===== src/rtl/wt_dcache_vld_ctrl_pkg.sv =====
// Shared types and default geometry for the dcache tag/valid write-port controller.
package wt_dcache_vld_ctrl_pkg;

    localparam int unsigned DCACHE_NUM_WORDS    = 256;
    localparam int unsigned DCACHE_SET_ASSOC    = 8;
    localparam int unsigned DCACHE_CL_IDX_WIDTH = $clog2(DCACHE_NUM_WORDS);
    localparam int unsigned DCACHE_TAG_WIDTH    = 44;
    localparam int unsigned DCACHE_LINE_WIDTH   = 128;
    localparam int unsigned DCACHE_OFFSET_WIDTH = 4;

    typedef enum logic [1:0] {
        INIT,
        IDLE,
        FLUSH,
        DONE
    } vld_ctrl_state_e;

endpackage


===== src/rtl/wt_dcache_vld_ctrl_if.sv =====
// Request/ack handshakes plus the full-cacheline write port driven by the valid controller.
interface wt_dcache_vld_ctrl_if #(
    parameter int unsigned NumWays   = wt_dcache_vld_ctrl_pkg::DCACHE_SET_ASSOC,
    parameter int unsigned IdxWidth  = wt_dcache_vld_ctrl_pkg::DCACHE_CL_IDX_WIDTH,
    parameter int unsigned TagWidth  = wt_dcache_vld_ctrl_pkg::DCACHE_TAG_WIDTH,
    parameter int unsigned LineWidth = wt_dcache_vld_ctrl_pkg::DCACHE_LINE_WIDTH,
    parameter int unsigned OffWidth  = wt_dcache_vld_ctrl_pkg::DCACHE_OFFSET_WIDTH
);
    logic                   busy_o;
    logic                   flush_i;
    logic                   flush_ack_o;
    logic                   inval_vld_i;
    logic [IdxWidth-1:0]    inval_idx_i;
    logic [NumWays-1:0]     inval_way_i;
    logic                   inval_ack_o;
    logic                   fill_vld_i;
    logic                   fill_ack_o;
    logic                   fill_nc_i;
    logic [NumWays-1:0]     fill_way_i;
    logic [TagWidth-1:0]    fill_tag_i;
    logic [IdxWidth-1:0]    fill_idx_i;
    logic [OffWidth-1:0]    fill_off_i;
    logic [LineWidth-1:0]   fill_data_i;
    logic [LineWidth/8-1:0] fill_be_i;
    logic                   wr_cl_vld_o;
    logic                   wr_cl_nc_o;
    logic [NumWays-1:0]     wr_cl_we_o;
    logic [TagWidth-1:0]    wr_cl_tag_o;
    logic [IdxWidth-1:0]    wr_cl_idx_o;
    logic [OffWidth-1:0]    wr_cl_off_o;
    logic [LineWidth-1:0]   wr_cl_data_o;
    logic [LineWidth/8-1:0] wr_cl_data_be_o;
    logic [NumWays-1:0]     wr_vld_bits_o;

    // Requester/memory side
    modport master (
        output flush_i, inval_vld_i, inval_idx_i, inval_way_i,
               fill_vld_i, fill_nc_i, fill_way_i, fill_tag_i, fill_idx_i,
               fill_off_i, fill_data_i, fill_be_i,
        input  busy_o, flush_ack_o, inval_ack_o, fill_ack_o,
               wr_cl_vld_o, wr_cl_nc_o, wr_cl_we_o, wr_cl_tag_o, wr_cl_idx_o,
               wr_cl_off_o, wr_cl_data_o, wr_cl_data_be_o, wr_vld_bits_o
    );

    // Controller side
    modport slave (
        input  flush_i, inval_vld_i, inval_idx_i, inval_way_i,
               fill_vld_i, fill_nc_i, fill_way_i, fill_tag_i, fill_idx_i,
               fill_off_i, fill_data_i, fill_be_i,
        output busy_o, flush_ack_o, inval_ack_o, fill_ack_o,
               wr_cl_vld_o, wr_cl_nc_o, wr_cl_we_o, wr_cl_tag_o, wr_cl_idx_o,
               wr_cl_off_o, wr_cl_data_o, wr_cl_data_be_o, wr_vld_bits_o
    );
endinterface


===== src/rtl/wt_dcache_vld_ctrl.sv =====
// Sole driver of the dcache full-cacheline write port: post-reset clear sweep,
// flush sweep, and fixed-priority refill/invalidate grants (one write per cycle).
module wt_dcache_vld_ctrl
    import wt_dcache_vld_ctrl_pkg::*;
#(
    parameter int unsigned NumIdx    = DCACHE_NUM_WORDS,
    parameter int unsigned NumWays   = DCACHE_SET_ASSOC,
    parameter int unsigned IdxWidth  = $clog2(NumIdx),
    parameter int unsigned TagWidth  = DCACHE_TAG_WIDTH,
    parameter int unsigned LineWidth = DCACHE_LINE_WIDTH,
    parameter int unsigned OffWidth  = DCACHE_OFFSET_WIDTH
) (
    input  logic                   clk_i,
    input  logic                   rst_ni,
    wt_dcache_vld_ctrl_if.slave    bus
);

    vld_ctrl_state_e     state_q, state_d;
    logic [IdxWidth-1:0] cnt_q, cnt_d;

    // Outputs are purely combinational: the memory samples the port directly.
    always_comb begin
        state_d             = state_q;
        cnt_d               = cnt_q;
        bus.busy_o          = 1'b0;
        bus.flush_ack_o     = 1'b0;
        bus.inval_ack_o     = 1'b0;
        bus.fill_ack_o      = 1'b0;
        bus.wr_cl_vld_o     = 1'b0;
        bus.wr_cl_nc_o      = 1'b0;
        bus.wr_cl_we_o      = {NumWays{1'b0}};
        bus.wr_cl_tag_o     = {TagWidth{1'b0}};
        bus.wr_cl_idx_o     = {IdxWidth{1'b0}};
        bus.wr_cl_off_o     = {OffWidth{1'b0}};
        bus.wr_cl_data_o    = {LineWidth{1'b0}};
        bus.wr_cl_data_be_o = {(LineWidth/8){1'b0}};
        bus.wr_vld_bits_o   = {NumWays{1'b0}};

        unique case (state_q)
            INIT, FLUSH: begin
                bus.busy_o      = 1'b1;
                bus.wr_cl_vld_o = 1'b1;
                bus.wr_cl_we_o  = {NumWays{1'b1}};
                bus.wr_cl_idx_o = cnt_q;
                cnt_d           = cnt_q + 1'b1;
                if (cnt_q == IdxWidth'(NumIdx - 1)) begin
                    cnt_d   = '0;
                    state_d = (state_q == INIT) ? IDLE : DONE;
                end
            end
            IDLE: begin
                if (bus.fill_vld_i) begin
                    bus.fill_ack_o      = 1'b1;
                    bus.wr_cl_vld_o     = 1'b1;
                    bus.wr_cl_nc_o      = bus.fill_nc_i;
                    bus.wr_cl_we_o      = bus.fill_way_i;
                    bus.wr_cl_tag_o     = bus.fill_tag_i;
                    bus.wr_cl_idx_o     = bus.fill_idx_i;
                    bus.wr_cl_off_o     = bus.fill_off_i;
                    bus.wr_cl_data_o    = bus.fill_data_i;
                    bus.wr_cl_data_be_o = bus.fill_be_i;
                    bus.wr_vld_bits_o   = bus.fill_way_i;
                end else if (bus.inval_vld_i) begin
                    bus.inval_ack_o = 1'b1;
                    bus.wr_cl_vld_o = 1'b1;
                    bus.wr_cl_we_o  = bus.inval_way_i;
                    bus.wr_cl_idx_o = bus.inval_idx_i;
                end else if (bus.flush_i) begin
                    state_d = FLUSH;
                    cnt_d   = '0;
                end
            end
            DONE: begin
                bus.flush_ack_o = 1'b1;
                state_d         = IDLE;
            end
            default: begin
                state_d = INIT;
                cnt_d   = '0;
            end
        endcase
    end

    always_ff @(posedge clk_i or negedge rst_ni) begin
        if (!rst_ni) begin
            state_q <= INIT;
            cnt_q   <= '0;
        end else begin
            state_q <= state_d;
            cnt_q   <= cnt_d;
        end
    end

endmodule


===== src/flat_wrapper.sv =====
// flat-port wrapper written by rule: the top's interface ports become plain ports
module wt_dcache_vld_ctrl_flat import wt_dcache_vld_ctrl_pkg::*;
#(
    parameter int unsigned NumIdx    = DCACHE_NUM_WORDS,
    parameter int unsigned NumWays   = DCACHE_SET_ASSOC,
    parameter int unsigned IdxWidth  = $clog2(NumIdx),
    parameter int unsigned TagWidth  = DCACHE_TAG_WIDTH,
    parameter int unsigned LineWidth = DCACHE_LINE_WIDTH,
    parameter int unsigned OffWidth  = DCACHE_OFFSET_WIDTH
)
  (clk_i, rst_ni, bus_flush_i, bus_inval_vld_i, bus_inval_idx_i, bus_inval_way_i, bus_fill_vld_i, bus_fill_nc_i, bus_fill_way_i, bus_fill_tag_i, bus_fill_idx_i, bus_fill_off_i, bus_fill_data_i, bus_fill_be_i, bus_busy_o, bus_flush_ack_o, bus_inval_ack_o, bus_fill_ack_o, bus_wr_cl_vld_o, bus_wr_cl_nc_o, bus_wr_cl_we_o, bus_wr_cl_tag_o, bus_wr_cl_idx_o, bus_wr_cl_off_o, bus_wr_cl_data_o, bus_wr_cl_data_be_o, bus_wr_vld_bits_o);
  wt_dcache_vld_ctrl_if #(.NumWays(NumWays), .IdxWidth(IdxWidth), .TagWidth(TagWidth), .LineWidth(LineWidth), .OffWidth(OffWidth)) bus_i ();
  input  logic clk_i;
  input  logic rst_ni;
  input wire logic [$bits(bus_i.flush_i)-1:0] bus_flush_i;
  input wire logic [$bits(bus_i.inval_vld_i)-1:0] bus_inval_vld_i;
  input wire logic [$bits(bus_i.inval_idx_i)-1:0] bus_inval_idx_i;
  input wire logic [$bits(bus_i.inval_way_i)-1:0] bus_inval_way_i;
  input wire logic [$bits(bus_i.fill_vld_i)-1:0] bus_fill_vld_i;
  input wire logic [$bits(bus_i.fill_nc_i)-1:0] bus_fill_nc_i;
  input wire logic [$bits(bus_i.fill_way_i)-1:0] bus_fill_way_i;
  input wire logic [$bits(bus_i.fill_tag_i)-1:0] bus_fill_tag_i;
  input wire logic [$bits(bus_i.fill_idx_i)-1:0] bus_fill_idx_i;
  input wire logic [$bits(bus_i.fill_off_i)-1:0] bus_fill_off_i;
  input wire logic [$bits(bus_i.fill_data_i)-1:0] bus_fill_data_i;
  input wire logic [$bits(bus_i.fill_be_i)-1:0] bus_fill_be_i;
  output wire logic [$bits(bus_i.busy_o)-1:0] bus_busy_o;
  output wire logic [$bits(bus_i.flush_ack_o)-1:0] bus_flush_ack_o;
  output wire logic [$bits(bus_i.inval_ack_o)-1:0] bus_inval_ack_o;
  output wire logic [$bits(bus_i.fill_ack_o)-1:0] bus_fill_ack_o;
  output wire logic [$bits(bus_i.wr_cl_vld_o)-1:0] bus_wr_cl_vld_o;
  output wire logic [$bits(bus_i.wr_cl_nc_o)-1:0] bus_wr_cl_nc_o;
  output wire logic [$bits(bus_i.wr_cl_we_o)-1:0] bus_wr_cl_we_o;
  output wire logic [$bits(bus_i.wr_cl_tag_o)-1:0] bus_wr_cl_tag_o;
  output wire logic [$bits(bus_i.wr_cl_idx_o)-1:0] bus_wr_cl_idx_o;
  output wire logic [$bits(bus_i.wr_cl_off_o)-1:0] bus_wr_cl_off_o;
  output wire logic [$bits(bus_i.wr_cl_data_o)-1:0] bus_wr_cl_data_o;
  output wire logic [$bits(bus_i.wr_cl_data_be_o)-1:0] bus_wr_cl_data_be_o;
  output wire logic [$bits(bus_i.wr_vld_bits_o)-1:0] bus_wr_vld_bits_o;
  assign bus_i.flush_i = bus_flush_i;
  assign bus_i.inval_vld_i = bus_inval_vld_i;
  assign bus_i.inval_idx_i = bus_inval_idx_i;
  assign bus_i.inval_way_i = bus_inval_way_i;
  assign bus_i.fill_vld_i = bus_fill_vld_i;
  assign bus_i.fill_nc_i = bus_fill_nc_i;
  assign bus_i.fill_way_i = bus_fill_way_i;
  assign bus_i.fill_tag_i = bus_fill_tag_i;
  assign bus_i.fill_idx_i = bus_fill_idx_i;
  assign bus_i.fill_off_i = bus_fill_off_i;
  assign bus_i.fill_data_i = bus_fill_data_i;
  assign bus_i.fill_be_i = bus_fill_be_i;
  assign bus_busy_o = bus_i.busy_o;
  assign bus_flush_ack_o = bus_i.flush_ack_o;
  assign bus_inval_ack_o = bus_i.inval_ack_o;
  assign bus_fill_ack_o = bus_i.fill_ack_o;
  assign bus_wr_cl_vld_o = bus_i.wr_cl_vld_o;
  assign bus_wr_cl_nc_o = bus_i.wr_cl_nc_o;
  assign bus_wr_cl_we_o = bus_i.wr_cl_we_o;
  assign bus_wr_cl_tag_o = bus_i.wr_cl_tag_o;
  assign bus_wr_cl_idx_o = bus_i.wr_cl_idx_o;
  assign bus_wr_cl_off_o = bus_i.wr_cl_off_o;
  assign bus_wr_cl_data_o = bus_i.wr_cl_data_o;
  assign bus_wr_cl_data_be_o = bus_i.wr_cl_data_be_o;
  assign bus_wr_vld_bits_o = bus_i.wr_vld_bits_o;
  wt_dcache_vld_ctrl #(.NumIdx(NumIdx), .NumWays(NumWays), .IdxWidth(IdxWidth), .TagWidth(TagWidth), .LineWidth(LineWidth), .OffWidth(OffWidth)) u_core (.clk_i(clk_i), .rst_ni(rst_ni), .bus(bus_i));
endmodule

===== config.mk =====
export PLATFORM = sky130hd
export DESIGN_NAME = wt_dcache_vld_ctrl_flat
export DESIGN_NICKNAME = d
export VERILOG_FILES = /design/src/rtl/wt_dcache_vld_ctrl_pkg.sv /design/src/rtl/wt_dcache_vld_ctrl_if.sv /design/src/rtl/wt_dcache_vld_ctrl.sv /design/src/flat_wrapper.sv
export SDC_FILE = /design/constraint.sdc
export NUM_CORES = 1
export LEC_CHECK = 0
export CELL_PAD_IN_SITES_DETAIL_PLACEMENT = 1
export CELL_PAD_IN_SITES_GLOBAL_PLACEMENT = 2
export CORE_AREA = 2 2 174 176
export CTS_CLUSTER_SIZE = 16
export DETAILED_ROUTE_END_ITERATION = 6
export DIE_AREA = 0 0 176 178
export GPL_TIMING_DRIVEN = 1
export HOLD_SLACK_MARGIN = 0.06
export PLACE_DENSITY = 0.95
export SLEW_MARGIN = 20
export SYNTH_ARGS = -nofsm -noshare
export SYNTH_HDL_FRONTEND = slang
export SYNTH_SLANG_ARGS = --single-unit

===== constraint.sdc =====
create_clock -name clk_i -period 2.8 [get_ports clk_i]
set_clock_uncertainty 0.1 [all_clocks]
set_input_delay 0.28 -clock clk_i [delete_from_list [all_inputs] [get_ports clk_i]]
set_output_delay 0.28 -clock clk_i [all_outputs]
set_load 0.005 [all_outputs]

==> out/qor.yml <==
status: "complete, no violations"
rows: 63
final_common_cell: "clkdlybuf4s50_1"
rsz0062_at_grt: "false"
grtUsageTotal_pct: 11.1
gp_congestion: 0.740
clock_path_buffers: 2
setup_tns_ps: 0
grt_first_pass_wirelength_um: 27300
clkSinkCount: 10
num_vias: 4399
yosys_warnings: 0
drc_errors: 0
drive_above_1_share_pct: 2.97
synth_seq_cells: 10
dominantRegCellSynth: "dfrtp_1"
setup_viol: 0
fp.dieArea_um2: 31300
htreeDepth: 1
clkSlewWorstSetupHoldPaths_ps: 40
layout_common_cells: "clkdlybuf4s50_1, and3_1, nand2_1, nor2_1, inv_1"
numPlacedInstances: 1160
post-route-util_pct: 24.9
ir_drop_mv: 0.455
min_period_over_period_pct: 93.6
critPathCaptureType: "output port"
cts_root_buffer: "clkbuf_16"
port_buffers: 451
overflow: 0
wl_per_cell_um: 16.6
firstDrtPassIters: 6
synth_top_cell_by_area: "and3_1"
grt_pass1_vias: 4435
cp_common_cell: "nand2_1"
antenna_found_initial: 1
reg2reg_from: "u_core.state_q[0]"
hold_buffers: 0
max_freq_ghz: 0.381
layout-area-overhead-vs-synth_pct: 220
clk_latency_ps: 240
final_nets: 1012
wl_um: 19400
grt_max_degree: 109
syn_inst: 358
synth_cell_types: 29
fin_cells: 1165
vias_per_cell: 3.78
slowest_stage: "clkdlybuf4s50_1"
post_cts_buffers: 0
cp-start-kind: "register"
max_cap_viol_count: 0
synthArstFlopShare_pct: 100
path_max_fanout: 17
worstPathCellList: "inv_1 > ha_4 > nand2_1 > nor2_1 > buf_4 > nand2_1 > a31oi_1 > clkdlybuf4s50_1"
path_class: "register to output port"
critPathMaxStageDelay_ps: 570
core_um2: 29400
die_h_um: 178
die_w_um: 176
worst-slew-pin-transition_ps: 996
power_density_nw_per_um2: 520
yosysTopAreaCellShare_pct: 52.7
synth_edf_count: 0
crit_start: "u_core.state_q[1]"
numCtsBuffers: 3
dp_hpwl_um: 16000
max_slew_margin_pct: 33.6
avgSynthCellArea_um2: 6.40
initial_core_util_pct: 7.80
critPathRequiredTime_ps: 2420
hold_viol_final: 0
worstHoldPathType: "input port to async pin"
min_period_ps: 2620
drv_slew: 0
drt_iter0_drc: 208
seq_area_frac_synth_pct: 10.9
cts_tree: "yes"
power.leakage_nw: 3.31
post_cts_resized: 0
syn_area_um2: 2290
synthTopCellsByArea: "and3_1, dfrtp_1, clkbuf_1"
ios: 452
synth_fp_nets: 595
worstPathArrival_ps: 2240
final_antenna_net_count: 0
-- cell type report --
| type | instances | area [um2] |
|---|---|---|
| fillers | 3467 | 22100 |
| flip-flops and latches | 10 | 250 |
| clock buffers | 4 | 88.8 |
| repair buffers | 463 | 4640 |
| multi-input cells | 285 | 1810 |
| inverters | 12 | 45.0 |
| well taps | 390 | 488 |
| diodes | 1 | 2.50 |
-- flip-flops by register name (all words and copies together), names as in the netlist --
name            flops
u_core.cnt_q        8
u_core.state_q      2
-- synth_stat cells (2+ instances only) --
cell      number
a211oi_1       2
a21oi_1        3
a222oi_1       8
a31oi_1        8
and3_1       193
clkbuf_1      50
dfrtp_1       10
ha_1           7
inv_1         11
mux2i_1        2
nand2_1       25
nand3_1        3
nor2_1        13
o21ai_0        3
o31ai_1        3
or4_1          3
xnor2_1        2
-- where the power goes --
| part | total (W) | internal [W] | switching, W |
|---|---|---|---|
| Sequential | 0.000296 | 0.000202 | 0.0000939 |
| Clock | 0.000286 | 0.000215 | 0.0000711 |
| Combinational | 0.00323 | 0.00187 | 0.00136 |
-- cells by family (layout without fill, tap and decap cells) --
group                    Yosys count  after routing  synth area share, %
XOR/XNOR                           2              2                0.764
other                              0              1                    0
adder cells (fa/ha/maj)            7              7                 3.82
AND/OR/NAND/NOR                  243            243                 62.4
buffers and inverters             63            479                 10.6
multiplexers                       3              3                 1.36
AO/OA/AOI/OAI                     30             30                 10.1
flip-flops                        10             10                 10.9
-- worst paths after layout --
check,endpoint,slack (ps),cells past startpoint
setup / recovery,bus_wr_cl_we_o[3],180,8
hold / removal,u_core.cnt_q[7],280,1
setup reg to reg,u_core.cnt_q[7],560,4
hold reg to reg,u_core.cnt_q[0],460,1
max in group asynchronous,u_core.state_q[1],1990,1
min in group clk_i,u_core.cnt_q[0],460,1
-- worst max-delay path: cells and delay by family, from the launching register on --
family          cells  cell delay (ps)
compound gates      1              200
simple gates        3              230
flops               1              410
fa+ha+maj           1              200
buf+inv             3              970
-- through the flow --
stage | setup slack (ps) | area [um2] | hold WS (ps) | total power (W)
2_1_floorplan | 609 | 2290 | -116 | 0.00150
3_3_place_gp | 390 | 7230 | 461 | 0.00349
3_5_place_dp | 385 | 7230 | 452 | 0.00356
4_1_cts | 138 | 7320 | 293 | 0.00387
5_1_grt | 31.2 | 7320 | 323 | 0.00410
6_report | 178 | 7320 | 275 | 0.00381
-- metal layers --
layer  GRT usage, %  vias up  share of wire (%)
met4           1.07        2               0.56
met3           3.62       11                8.9
met1           13.8     2045                 41
li1               -     2127                  -
met5              0        -              0.067
met2           19.3      214                 49
Power figures use the tool's default switching activity.
